<file path="src/rtl/hazard_track_if.sv">
// Pipeline hazard-tracker bus: ID-stage inputs, stall request, shadow stage outputs.
// Latency: interface only, no logic.
// Backpressure: hazard is the stall request back to PC/IF/ID; freeze holds the tracker.
interface hazard_track_if;
  logic        FWRD_EN;
  logic        freeze;
  logic        flush;
  logic        WB_EN_ID;
  logic        MEM_R_EN_ID;
  logic [3:0]  dest_ID;
  logic [3:0]  src1_ID;
  logic [3:0]  src2_ID;
  logic        src1_used_ID;
  logic        src2_used_ID;
  logic        hazard;
  logic        WB_EN_MEM;
  logic        WB_EN_WB;
  logic [3:0]  dest_MEM;
  logic [3:0]  dest_WB;
  logic [3:0]  src1_FWRD;
  logic [3:0]  src2_FWRD;
  logic [15:0] stall_cnt;

  // Pipeline control side: drives ID fields, observes stall and shadow stages.
  modport master (
    output FWRD_EN, freeze, flush, WB_EN_ID, MEM_R_EN_ID,
    output dest_ID, src1_ID, src2_ID, src1_used_ID, src2_used_ID,
    input  hazard, WB_EN_MEM, WB_EN_WB, dest_MEM, dest_WB,
    input  src1_FWRD, src2_FWRD, stall_cnt
  );

  // Tracker side.
  modport slave (
    input  FWRD_EN, freeze, flush, WB_EN_ID, MEM_R_EN_ID,
    input  dest_ID, src1_ID, src2_ID, src1_used_ID, src2_used_ID,
    output hazard, WB_EN_MEM, WB_EN_WB, dest_MEM, dest_WB,
    output src1_FWRD, src2_FWRD, stall_cnt
  );
endinterface

</file>
<file path="src/rtl/hazard_track.sv">
// Data-hazard detector with EXE/MEM/WB shadow registers and a saturating stall counter.
// Latency: hazard is combinational; stage outputs update one clk edge after ID is presented.
// Backpressure: raises hazard to stall PC/IF/ID; freeze holds every register including the counter.
module hazard_track (
  input  logic          clk,
  input  logic          rst,
  hazard_track_if.slave bus
);

  typedef struct packed {
    logic       wb_en;
    logic       mem_r;
    logic [3:0] dest;
  } stage_t;

  typedef struct packed {
    stage_t     st;
    logic [3:0] src1;
    logic [3:0] src2;
  } exe_t;

  exe_t        exe_q, exe_d;
  stage_t      mem_q, mem_d;
  stage_t      wb_q,  wb_d;
  logic [15:0] stall_cnt_q, stall_cnt_d;

  logic match1_exe, match2_exe, match1_mem, match2_mem;
  logic hazard;

  // WB mem_r is carried along so every stage has the same shape; nothing reads it.
  logic unused_wb_mem_r;
  assign unused_wb_mem_r = wb_q.mem_r;

  // Source-vs-stage dependency matches and the stall decision. WB never
  // stalls because the register file writes on the falling edge.
  always_comb begin
    match1_exe = exe_q.st.wb_en & bus.src1_used_ID & (exe_q.st.dest == bus.src1_ID);
    match2_exe = exe_q.st.wb_en & bus.src2_used_ID & (exe_q.st.dest == bus.src2_ID);
    match1_mem = mem_q.wb_en    & bus.src1_used_ID & (mem_q.dest    == bus.src1_ID);
    match2_mem = mem_q.wb_en    & bus.src2_used_ID & (mem_q.dest    == bus.src2_ID);
    if (bus.FWRD_EN) begin
      // Only a load in EXE cannot be forwarded in time.
      hazard = exe_q.st.mem_r & (match1_exe | match2_exe);
    end else begin
      hazard = match1_exe | match2_exe | match1_mem | match2_mem;
    end
  end

  // Next-state: advance the shadow pipeline unless frozen; stalls and
  // flushes turn the EXE entry into a bubble but still capture its fields.
  always_comb begin
    exe_d       = exe_q;
    mem_d       = mem_q;
    wb_d        = wb_q;
    stall_cnt_d = stall_cnt_q;
    if (!bus.freeze) begin
      wb_d           = mem_q;
      mem_d          = exe_q.st;
      exe_d.st.wb_en = bus.WB_EN_ID    & ~(hazard | bus.flush);
      exe_d.st.mem_r = bus.MEM_R_EN_ID & ~(hazard | bus.flush);
      exe_d.st.dest  = bus.dest_ID;
      exe_d.src1     = bus.src1_ID;
      exe_d.src2     = bus.src2_ID;
      if (hazard && (stall_cnt_q != 16'hFFFF)) begin
        stall_cnt_d = stall_cnt_q + 16'd1;
      end
    end
  end

  // State registers with asynchronous clear.
  always_ff @(posedge clk or posedge rst) begin
    if (rst) begin
      exe_q       <= '0;
      mem_q       <= '0;
      wb_q        <= '0;
      stall_cnt_q <= '0;
    end else begin
      exe_q       <= exe_d;
      mem_q       <= mem_d;
      wb_q        <= wb_d;
      stall_cnt_q <= stall_cnt_d;
    end
  end

  assign bus.hazard    = hazard;
  assign bus.WB_EN_MEM = mem_q.wb_en;
  assign bus.dest_MEM  = mem_q.dest;
  assign bus.WB_EN_WB  = wb_q.wb_en;
  assign bus.dest_WB   = wb_q.dest;
  assign bus.src1_FWRD = exe_q.src1;
  assign bus.src2_FWRD = exe_q.src2;
  assign bus.stall_cnt = stall_cnt_q;

endmodule
</file>
<file path="src/flat_wrapper.sv">
// flat-port wrapper written by rule: the top's interface ports become plain ports
module hazard_track_flat 
  (clk, rst, bus_FWRD_EN, bus_freeze, bus_flush, bus_WB_EN_ID, bus_MEM_R_EN_ID, bus_dest_ID, bus_src1_ID, bus_src2_ID, bus_src1_used_ID, bus_src2_used_ID, bus_hazard, bus_WB_EN_MEM, bus_WB_EN_WB, bus_dest_MEM, bus_dest_WB, bus_src1_FWRD, bus_src2_FWRD, bus_stall_cnt);
  hazard_track_if bus_i ();
  input  logic clk;
  input  logic rst;
  input wire logic [$bits(bus_i.FWRD_EN)-1:0] bus_FWRD_EN;
  input wire logic [$bits(bus_i.freeze)-1:0] bus_freeze;
  input wire logic [$bits(bus_i.flush)-1:0] bus_flush;
  input wire logic [$bits(bus_i.WB_EN_ID)-1:0] bus_WB_EN_ID;
  input wire logic [$bits(bus_i.MEM_R_EN_ID)-1:0] bus_MEM_R_EN_ID;
  input wire logic [$bits(bus_i.dest_ID)-1:0] bus_dest_ID;
  input wire logic [$bits(bus_i.src1_ID)-1:0] bus_src1_ID;
  input wire logic [$bits(bus_i.src2_ID)-1:0] bus_src2_ID;
  input wire logic [$bits(bus_i.src1_used_ID)-1:0] bus_src1_used_ID;
  input wire logic [$bits(bus_i.src2_used_ID)-1:0] bus_src2_used_ID;
  output wire logic [$bits(bus_i.hazard)-1:0] bus_hazard;
  output wire logic [$bits(bus_i.WB_EN_MEM)-1:0] bus_WB_EN_MEM;
  output wire logic [$bits(bus_i.WB_EN_WB)-1:0] bus_WB_EN_WB;
  output wire logic [$bits(bus_i.dest_MEM)-1:0] bus_dest_MEM;
  output wire logic [$bits(bus_i.dest_WB)-1:0] bus_dest_WB;
  output wire logic [$bits(bus_i.src1_FWRD)-1:0] bus_src1_FWRD;
  output wire logic [$bits(bus_i.src2_FWRD)-1:0] bus_src2_FWRD;
  output wire logic [$bits(bus_i.stall_cnt)-1:0] bus_stall_cnt;
  assign bus_i.FWRD_EN = bus_FWRD_EN;
  assign bus_i.freeze = bus_freeze;
  assign bus_i.flush = bus_flush;
  assign bus_i.WB_EN_ID = bus_WB_EN_ID;
  assign bus_i.MEM_R_EN_ID = bus_MEM_R_EN_ID;
  assign bus_i.dest_ID = bus_dest_ID;
  assign bus_i.src1_ID = bus_src1_ID;
  assign bus_i.src2_ID = bus_src2_ID;
  assign bus_i.src1_used_ID = bus_src1_used_ID;
  assign bus_i.src2_used_ID = bus_src2_used_ID;
  assign bus_hazard = bus_i.hazard;
  assign bus_WB_EN_MEM = bus_i.WB_EN_MEM;
  assign bus_WB_EN_WB = bus_i.WB_EN_WB;
  assign bus_dest_MEM = bus_i.dest_MEM;
  assign bus_dest_WB = bus_i.dest_WB;
  assign bus_src1_FWRD = bus_i.src1_FWRD;
  assign bus_src2_FWRD = bus_i.src2_FWRD;
  assign bus_stall_cnt = bus_i.stall_cnt;
  hazard_track u_core (.clk(clk), .rst(rst), .bus(bus_i));
endmodule
</file>
<file path="config.mk">
export PLATFORM = sky130hd
export DESIGN_NAME = hazard_track_flat
export DESIGN_NICKNAME = d
export VERILOG_FILES = /design/src/rtl/hazard_track_if.sv /design/src/rtl/hazard_track.sv /design/src/flat_wrapper.sv
export SDC_FILE = /design/constraint.sdc
export NUM_CORES = 1
export LEC_CHECK = 0
export ABC_AREA = 0
export CORE_MARGIN = 3
export CORE_UTILIZATION = 35
export CTS_BUF_LIST = sky130_fd_sc_hd__clkbuf_8 sky130_fd_sc_hd__clkbuf_16
export DETAILED_ROUTE_END_ITERATION = 7
export PLACE_DENSITY_LB_ADDON = 0.25
export SLEW_MARGIN = 20
export SYNTH_ARGS = -nofsm -noshare
export SYNTH_HDL_FRONTEND = slang
export SYNTH_SLANG_ARGS = --single-unit
</file>
<file path="constraint.sdc">
create_clock -name clk -period 2.6 [get_ports clk]
set_input_delay 0.78 -clock clk [delete_from_list [all_inputs] [get_ports clk]]
set_output_delay 0.78 -clock clk [all_outputs]
set_load 0.01 [all_outputs]
</file>
==> results of run 1 <==
[metrics by stage]
stage | utilization, % | setup WS [ps] | total power, uW
3_5_place_dp | 51.4 | -1030 | 1080
3_3_place_gp | 51.4 | -991 | 1080
6_report | 54.7 | -147 | 1510
5_1_grt | 54.7 | -226 | 1590
2_1_floorplan | - | 53.5 | 895
4_1_cts | 54.6 | -146 | 1520
[logic make-up after synthesis]
logic type | after synthesis | share of synthesized area (%)
AND/OR/NAND/NOR | 53 | 15.4
buffers and inverters | 17 | 5.06
XOR/XNOR | 26 | 11.4
adder cells (fa/ha/maj) | 1 | 0.625
multiplexers | 23 | 12.9
flip-flops | 40 | 50.0
AO/OA/AOI/OAI | 10 | 4.62
[worst max-delay path, stage by stage]
cell,delay (ps)
buf_8,100
nor2b_4,120
a2111oi_4,340
a22oi_2,140
o311a_1,130
and2b_2,250
buf_6,100
[final cells by class]
class                           count  area [um2]  area share (%)
Inverter                            5        18.8           0.647
Tap cell                           70        87.6            3.02
Timing Repair Buffer               79         722            24.9
Sequential cell                    40        1000            34.5
Clock inverter                      2        7.51           0.259
Multi-Input combinational cell    113         983            33.9
Clock buffer                        6        82.6            2.84
[cell usage in the layout, fill, tap and decap left out, types with 2 or more instances in the layout]
| cell | netlist | layout |
|---|---|---|
| a2111oi_4 | 0 | 2 |
| a22o_1 | 2 | 2 |
| and3_1 | 3 | 2 |
| buf_2 | 0 | 4 |
| buf_4 | 8 | 24 |
| buf_6 | 1 | 3 |
| clkbuf_8 | 0 | 6 |
| clkdlybuf4s15_2 | 0 | 2 |
| clkdlybuf4s50_1 | 0 | 44 |
| dfrtp_1 | 40 | 40 |
| inv_1 | 5 | 7 |
| mux2_2 | 22 | 22 |
| nand2_1 | 13 | 12 |
| nand3_1 | 8 | 8 |
| nand4_1 | 2 | 2 |
| nor2_1 | 6 | 6 |
| nor2b_1 | 6 | 3 |
| nor2b_4 | 0 | 2 |
| nor3_1 | 5 | 4 |
| nor3_2 | 4 | 5 |
| o21ai_0 | 2 | 2 |
| xnor2_1 | 8 | 8 |
| xor2_1 | 18 | 15 |
| xor2_2 | 0 | 3 |
[where the power goes]
part           switching, uW  internal (uW)
sequential              49.0            678
combinational            141            217
clock                    213            209
total                    403           1100
[path summary, 6_finish.rpt]
path / cells after the start / endpoint / slack, ps / startpoint
min in group asynchronous: 3 / u_core.bus.dest_WB[1] / 910 / rst
setup reg to reg: 9 / u_core.bus.stall_cnt[13] / 350 / u_core.exe_q[9]
hold / removal: 1 / u_core.bus.stall_cnt[7] / 490 / u_core.bus.stall_cnt[7]
max in group asynchronous: 3 / u_core.bus.stall_cnt[9] / 1350 / rst
hold reg to reg: 1 / u_core.bus.stall_cnt[7] / 490 / u_core.bus.stall_cnt[7]
setup / recovery: 7 / bus_hazard / -150 / bus_src2_ID[1]
[metal layers]
layer	vias to the layer above	GRT usage, %	part of all wire, %
met3	7	2.52	3.9
met2	39	22.6	47
met5	-	0	0
met1	720	20.3	47
li1	724	-	-
met4	0	6.98	2.0
[what timing repair did]
item / in CTS / in global routing
pin swaps: 11 / 3
resized for setup: 59 / 2
endpoints found under the setup margin: 11 / 1
buffers inserted: 2 / 0
[registers in the layout (all words and copies together), names as in the netlist]
register              cells
u_core.exe_q              6
u_core.bus.dest_MEM       4
u_core.bus.src1_FWRD      4
u_core.bus.dest_WB        4
u_core.bus.WB_EN_WB       1
u_core.bus.src2_FWRD      4
u_core.bus.stall_cnt     16
u_core.bus.WB_EN_MEM      1
==> results.sh, run 1 <==
export IMPL_run_status="finished, violations left"
export IMPL_violations="negative setup slack"
export IMPL_vias=1490
export IMPL_netlist_area_um2=2000
export IMPL_ys_flop_type="dfrtp_1"
export IMPL_coreArea_um2=5300
export IMPL_fin_area_um2=2900
export IMPL_cts_root_buf="clkbuf_8"
export IMPL_fmax_mhz=364
export IMPL_slew_headroom_pct=66.2
export IMPL_design_die_area_um2=6670
export IMPL_via_per_inst=4.73
export IMPL_timing_hold_violations_final=0
export IMPL_whs_ps=488
export IMPL_worstMarginPinSlew_ps=507
export IMPL_hold_class="flop to flop"
export IMPL_stdcell_count=315
export IMPL_ys_ff_latch=40
export IMPL_maxCapViolCount=0
export IMPL_grt_pass1_wl_mm=7.43
export IMPL_htreeDepth=2
export IMPL_placed_cells=305
export IMPL_fp_dieH_um=81.7
export IMPL_critPathKind="primary input to primary output"
export IMPL_drt_iter0_markers=69
export IMPL_gr_total_overflow=0
export IMPL_clkLatencyLatePin_ps=290
export IMPL_drive_above_1_share_pct=33.5
export IMPL_nNetsFinal=266
export IMPL_dp_hpwl_mm=3.19
export IMPL_yosysSeqAreaShare_pct=50.0
export IMPL_place_area_um2=2720
export IMPL_synth_common_cells="dfrtp_1, mux2_2, xor2_1"
export IMPL_synth_area_top_cells="dfrtp_1, mux2_2, xor2_1"
export IMPL_synth_nets=192
export IMPL_post_route_period_util_pct=106
export IMPL_powerDensity_nw_per_um2=519
export IMPL_syn_avg_cell_area_um2=11.8
export IMPL_start_util_pct=37.8
export IMPL_layout_setup_ws_ps=-147
export IMPL_peakVddDrop_mv=0.317
export IMPL_synth_edf_count=0
export IMPL_yosysTopAreaCell="dfrtp_1"
export IMPL_synth_top_area_share_pct=50.0
export IMPL_synth_cells=170
export IMPL_routedWlPerCell_um=14.0
export IMPL_max_clock_path_buffers=2
export IMPL_ant_nets=0
export IMPL_cts_made_buffers=5
export IMPL_grt_usage_pct=14.8
export IMPL_grt_max_degree=41
export IMPL_cts_hold_buf=0
export IMPL_clock_skew_ps=3.97
export IMPL_critPathCaptureType="primary output"
export IMPL_rsz0062_at_grt="true"
export IMPL_min_period_ps=2750
export IMPL_grt_pass1_vias=1526
export IMPL_tns_ps=-147
export IMPL_synth_most_common_cell="dfrtp_1"
export IMPL_yosysWarningCount=0
export IMPL_synthToLayoutAreaGrowth_pct=44.9
export IMPL_startpoint_type="primary input"
export IMPL_rows=26
export IMPL_chipWidth_um=81.7
export IMPL_synthArstFlopShare_pct=100
export IMPL_io_buffers=55
export IMPL_drv_slew=0
export IMPL_drtPass1Iterations=4
export IMPL_gp_congestion=0.779
export IMPL_cts_reportedPaths_clkPinSlew_ps=70
export IMPL_ys_types=31
export IMPL_cp_arrival_ps=1970
export IMPL_p_leak_uw=0.00129
export IMPL_cts_sink_count=40
export IMPL_antenna_found_initial=0
export IMPL_cp_max_fo=4
export IMPL_num_antenna_cells=0
export IMPL_finalSetupViolations=1
export IMPL_drcViolationCount=0
export IMPL_tritoncts="built"
export IMPL_io_pins=56
export IMPL_crit_required_ps=1820
export IMPL_routed_wl_mm=4.41
export IMPL_n_fill_cell=471
(Power assumes the default switching activity.)
==> inputs of run 2 (changes only) <==
--- a/config.mk
+++ b/config.mk
@@ -6,9 +6,11 @@
 export NUM_CORES = 1
 export LEC_CHECK = 0
 export ABC_AREA = 0
+export ABC_CLOCK_PERIOD_IN_PS = 2600
 export CORE_MARGIN = 3
 export CORE_UTILIZATION = 35
 export CTS_BUF_LIST = sky130_fd_sc_hd__clkbuf_8 sky130_fd_sc_hd__clkbuf_16
+export CTS_CLUSTER_DIAMETER = 40
 export DETAILED_ROUTE_END_ITERATION = 7
 export PLACE_DENSITY_LB_ADDON = 0.25
 export SLEW_MARGIN = 20
==> results of run 2 <==
Final layout, timing and power as in run 1 (identical DEF).
==> inputs of run 3 (changes only) <==
--- a/config.mk
+++ b/config.mk
@@ -12,7 +12,6 @@
 export CTS_BUF_LIST = sky130_fd_sc_hd__clkbuf_8 sky130_fd_sc_hd__clkbuf_16
 export CTS_CLUSTER_DIAMETER = 40
 export DETAILED_ROUTE_END_ITERATION = 7
-export PLACE_DENSITY_LB_ADDON = 0.25
 export SLEW_MARGIN = 20
 export SYNTH_ARGS = -nofsm -noshare
 export SYNTH_HDL_FRONTEND = slang
==> run 3 against run 2 <==
The run still ends with negative setup slack left; count of clock-buffer cells in the layout is the same; setup slack worse by 32 ps; first-iteration DRC count is 41% lower; sequential power grew 0.7%; hold slack improved by 5.5 ps; clock skew is 1.8 ps higher; utilization fell by 0.12 points; final area fell by 0.22%; combinational power grew 2%; critical path depth unchanged; total power up 0.64%; via count rose by 0.13%; critical path type unchanged.
==> results.sh, run 3 (synthesis gave the netlist of run 1 again) <==
export IMPL_power_uw=1520
export IMPL_drive_above_1_share_pct=33.5
export IMPL_violations="negative setup slack"
export IMPL_cp_arrival_ps=2000
export IMPL_num_antenna_cells=0
export IMPL_cts_hold_buf=0
export IMPL_cp_slowest_cell="a2111oi_4"
export IMPL_clkLatencyLatePin_ps=280
export IMPL_grt_pass1_vias=1653
export IMPL_post_route_period_util_pct=107
export IMPL_routedWlPerCell_um=14.6
export IMPL_pwr_share_seq_pct=48.3
export IMPL_n_fill_cell=471
export IMPL_final_cell_mix="clkdlybuf4s50_1, dfrtp_1, mux2_2, buf_4, xor2_1"
export IMPL_grt_usage_pct=15.1
export IMPL_gr_total_overflow=0
export IMPL_place_area_um2=2710
export IMPL_placed_cells=303
export IMPL_drtPass1Iterations=4
export IMPL_holdCritStartpoint="u_core.bus.stall_cnt[7]"
export IMPL_io_pins=56
export IMPL_tritoncts="built"
export IMPL_grt_max_degree=41
export IMPL_r2r_start="u_core.bus.stall_cnt[5]"
export IMPL_slew_headroom_pct=65.8
export IMPL_powerDensity_nw_per_um2=523
export IMPL_dp_hpwl_mm=3.42
export IMPL_critPathCaptureType="primary output"
export IMPL_grt_pass1_wl_mm=7.80
export IMPL_pwr_share_clk_pct=27.7
export IMPL_fmax_mhz=360
export IMPL_layout_setup_ws_ps=-179
export IMPL_rsz0062_at_grt="true"
export IMPL_hold_class="flop to flop"
export IMPL_fp_dieH_um=81.7
export IMPL_start_util_pct=37.8
export IMPL_peakVddDrop_mv=0.246
export IMPL_run_status="finished, violations left"
export IMPL_worstMarginPinSlew_ps=513
export IMPL_finalSetupViolations=1
export IMPL_max_clock_path_buffers=2
export IMPL_fin_area_um2=2900
export IMPL_cp_max_fo=4
export IMPL_cp_buffers_inverters=2
export IMPL_cts_sink_count=40
export IMPL_critPathMaxStageDelay_ps=360
export IMPL_clock_skew_ps=5.81
export IMPL_swShare_pct=26.7
export IMPL_tns_ps=-179
export IMPL_drt_iter0_markers=41
export IMPL_design_die_area_um2=6670
export IMPL_synthToLayoutAreaGrowth_pct=44.6
export IMPL_internal_power_uw=1110
export IMPL_routed_wl_mm=4.57
export IMPL_drv_slew=0
export IMPL_p_leak_uw=0.00129
export IMPL_nNetsFinal=263
export IMPL_via_per_inst=4.78
export IMPL_drcViolationCount=0
export IMPL_p_switching_uw=404
export IMPL_io_buffers=55
export IMPL_final_common_cell="clkdlybuf4s50_1"
export IMPL_largest_reg_flops=16
export IMPL_maxCapViolCount=0
export IMPL_cts_made_buffers=5
export IMPL_rows=26
export IMPL_crit_required_ps=1820
export IMPL_antenna_found_initial=0
export IMPL_min_period_ps=2780
export IMPL_chipWidth_um=81.7
export IMPL_startpoint_type="primary input"
export IMPL_critPathTopFamily="compound AO/OA/AOI/OAI gates"
export IMPL_cts_reportedPaths_clkPinSlew_ps=80
export IMPL_multi_input_area_um2=1000
export IMPL_coreArea_um2=5300
export IMPL_ant_nets=0
export IMPL_critPathKind="primary input to primary output"
export IMPL_htreeDepth=2
export IMPL_crit_chain="buf_8, nor2b_4, a2111oi_4, a22oi_2, o311a_1, and2b_2, buf_6"
export IMPL_stdcell_count=312
export IMPL_timing_hold_violations_final=0
export IMPL_startpoint="bus_src2_ID[1]"
export IMPL_cts_root_buf="clkbuf_8"
export IMPL_regArea_um2=1000
export IMPL_combPwrFrac_pct=24.0
export IMPL_vias=1492
export IMPL_gp_congestion=0.788
[run 3: changes by cell type in the layout (fill, tap and decap cells not counted), moves of 2 or more]
cell,before,now
inv_1,7,5
xor2_1,15,17
xnor2_1,8,5
clkinv_2,0,2
buf_4,24,21
xor2_2,3,0
xnor2_2,0,3
[run 3: routing by layer]
metal,vias to the layer above,GRT usage (%),part of all wire [%]
met2,43,27.5,52
met3,0,3.62,5.8
li1,715,-,-
met5,-,0,0
met4,0,3.16,0
met1,734,18.2,42
[run 3: worst paths after layout]
path,to,cells past startpoint,slack (ps)
worst min register to register,u_core.bus.stall_cnt[7],1,490
worst max-delay path,bus_hazard,7,-180
worst min-delay path,u_core.bus.stall_cnt[7],1,490
max in group asynchronous,u_core.bus.src2_FWRD[0],3,1310
min in group asynchronous,u_core.bus.stall_cnt[0],3,920
worst max register to register,u_core.bus.stall_cnt[1],6,410
[run 3: stage by stage]
step                      hold slack [ps]  worst slack [ps]  util, %
after global routing                  515              -226     54.6
after global placement                477              -983     51.1
after CTS                             502              -222     54.3
final                                 494              -179     54.6
after floorplan                       479              53.5        -
after detailed placement              487             -1040     51.1
[run 3: power groups by stage]
stage / Clock [uW] / Sequential (uW) / Combinational, uW
after floorplan: 0 / 751 / 144
after global placement: 0 / 737 / 341
after detailed placement: 0 / 740 / 348
after CTS: 444 / 732 / 368
after global routing: 472 / 742 / 398
final: 420 / 732 / 364
[run 3: timing repair]
action	4_1_cts	5_1_grt
pin swaps	8	7
setup buffers	1	0
resized for setup	54	10
setup endpoints to repair	7	1
[run 3: area by class of cell]
cell class,count,share of cell area (%)
sequential,40,34.6
timing repair buffer,76,24.1
clock buffer,6,2.85
clock inverter,2,0.346
tap,70,3.02
multi-input combinational,113,34.5
inverter,5,0.648
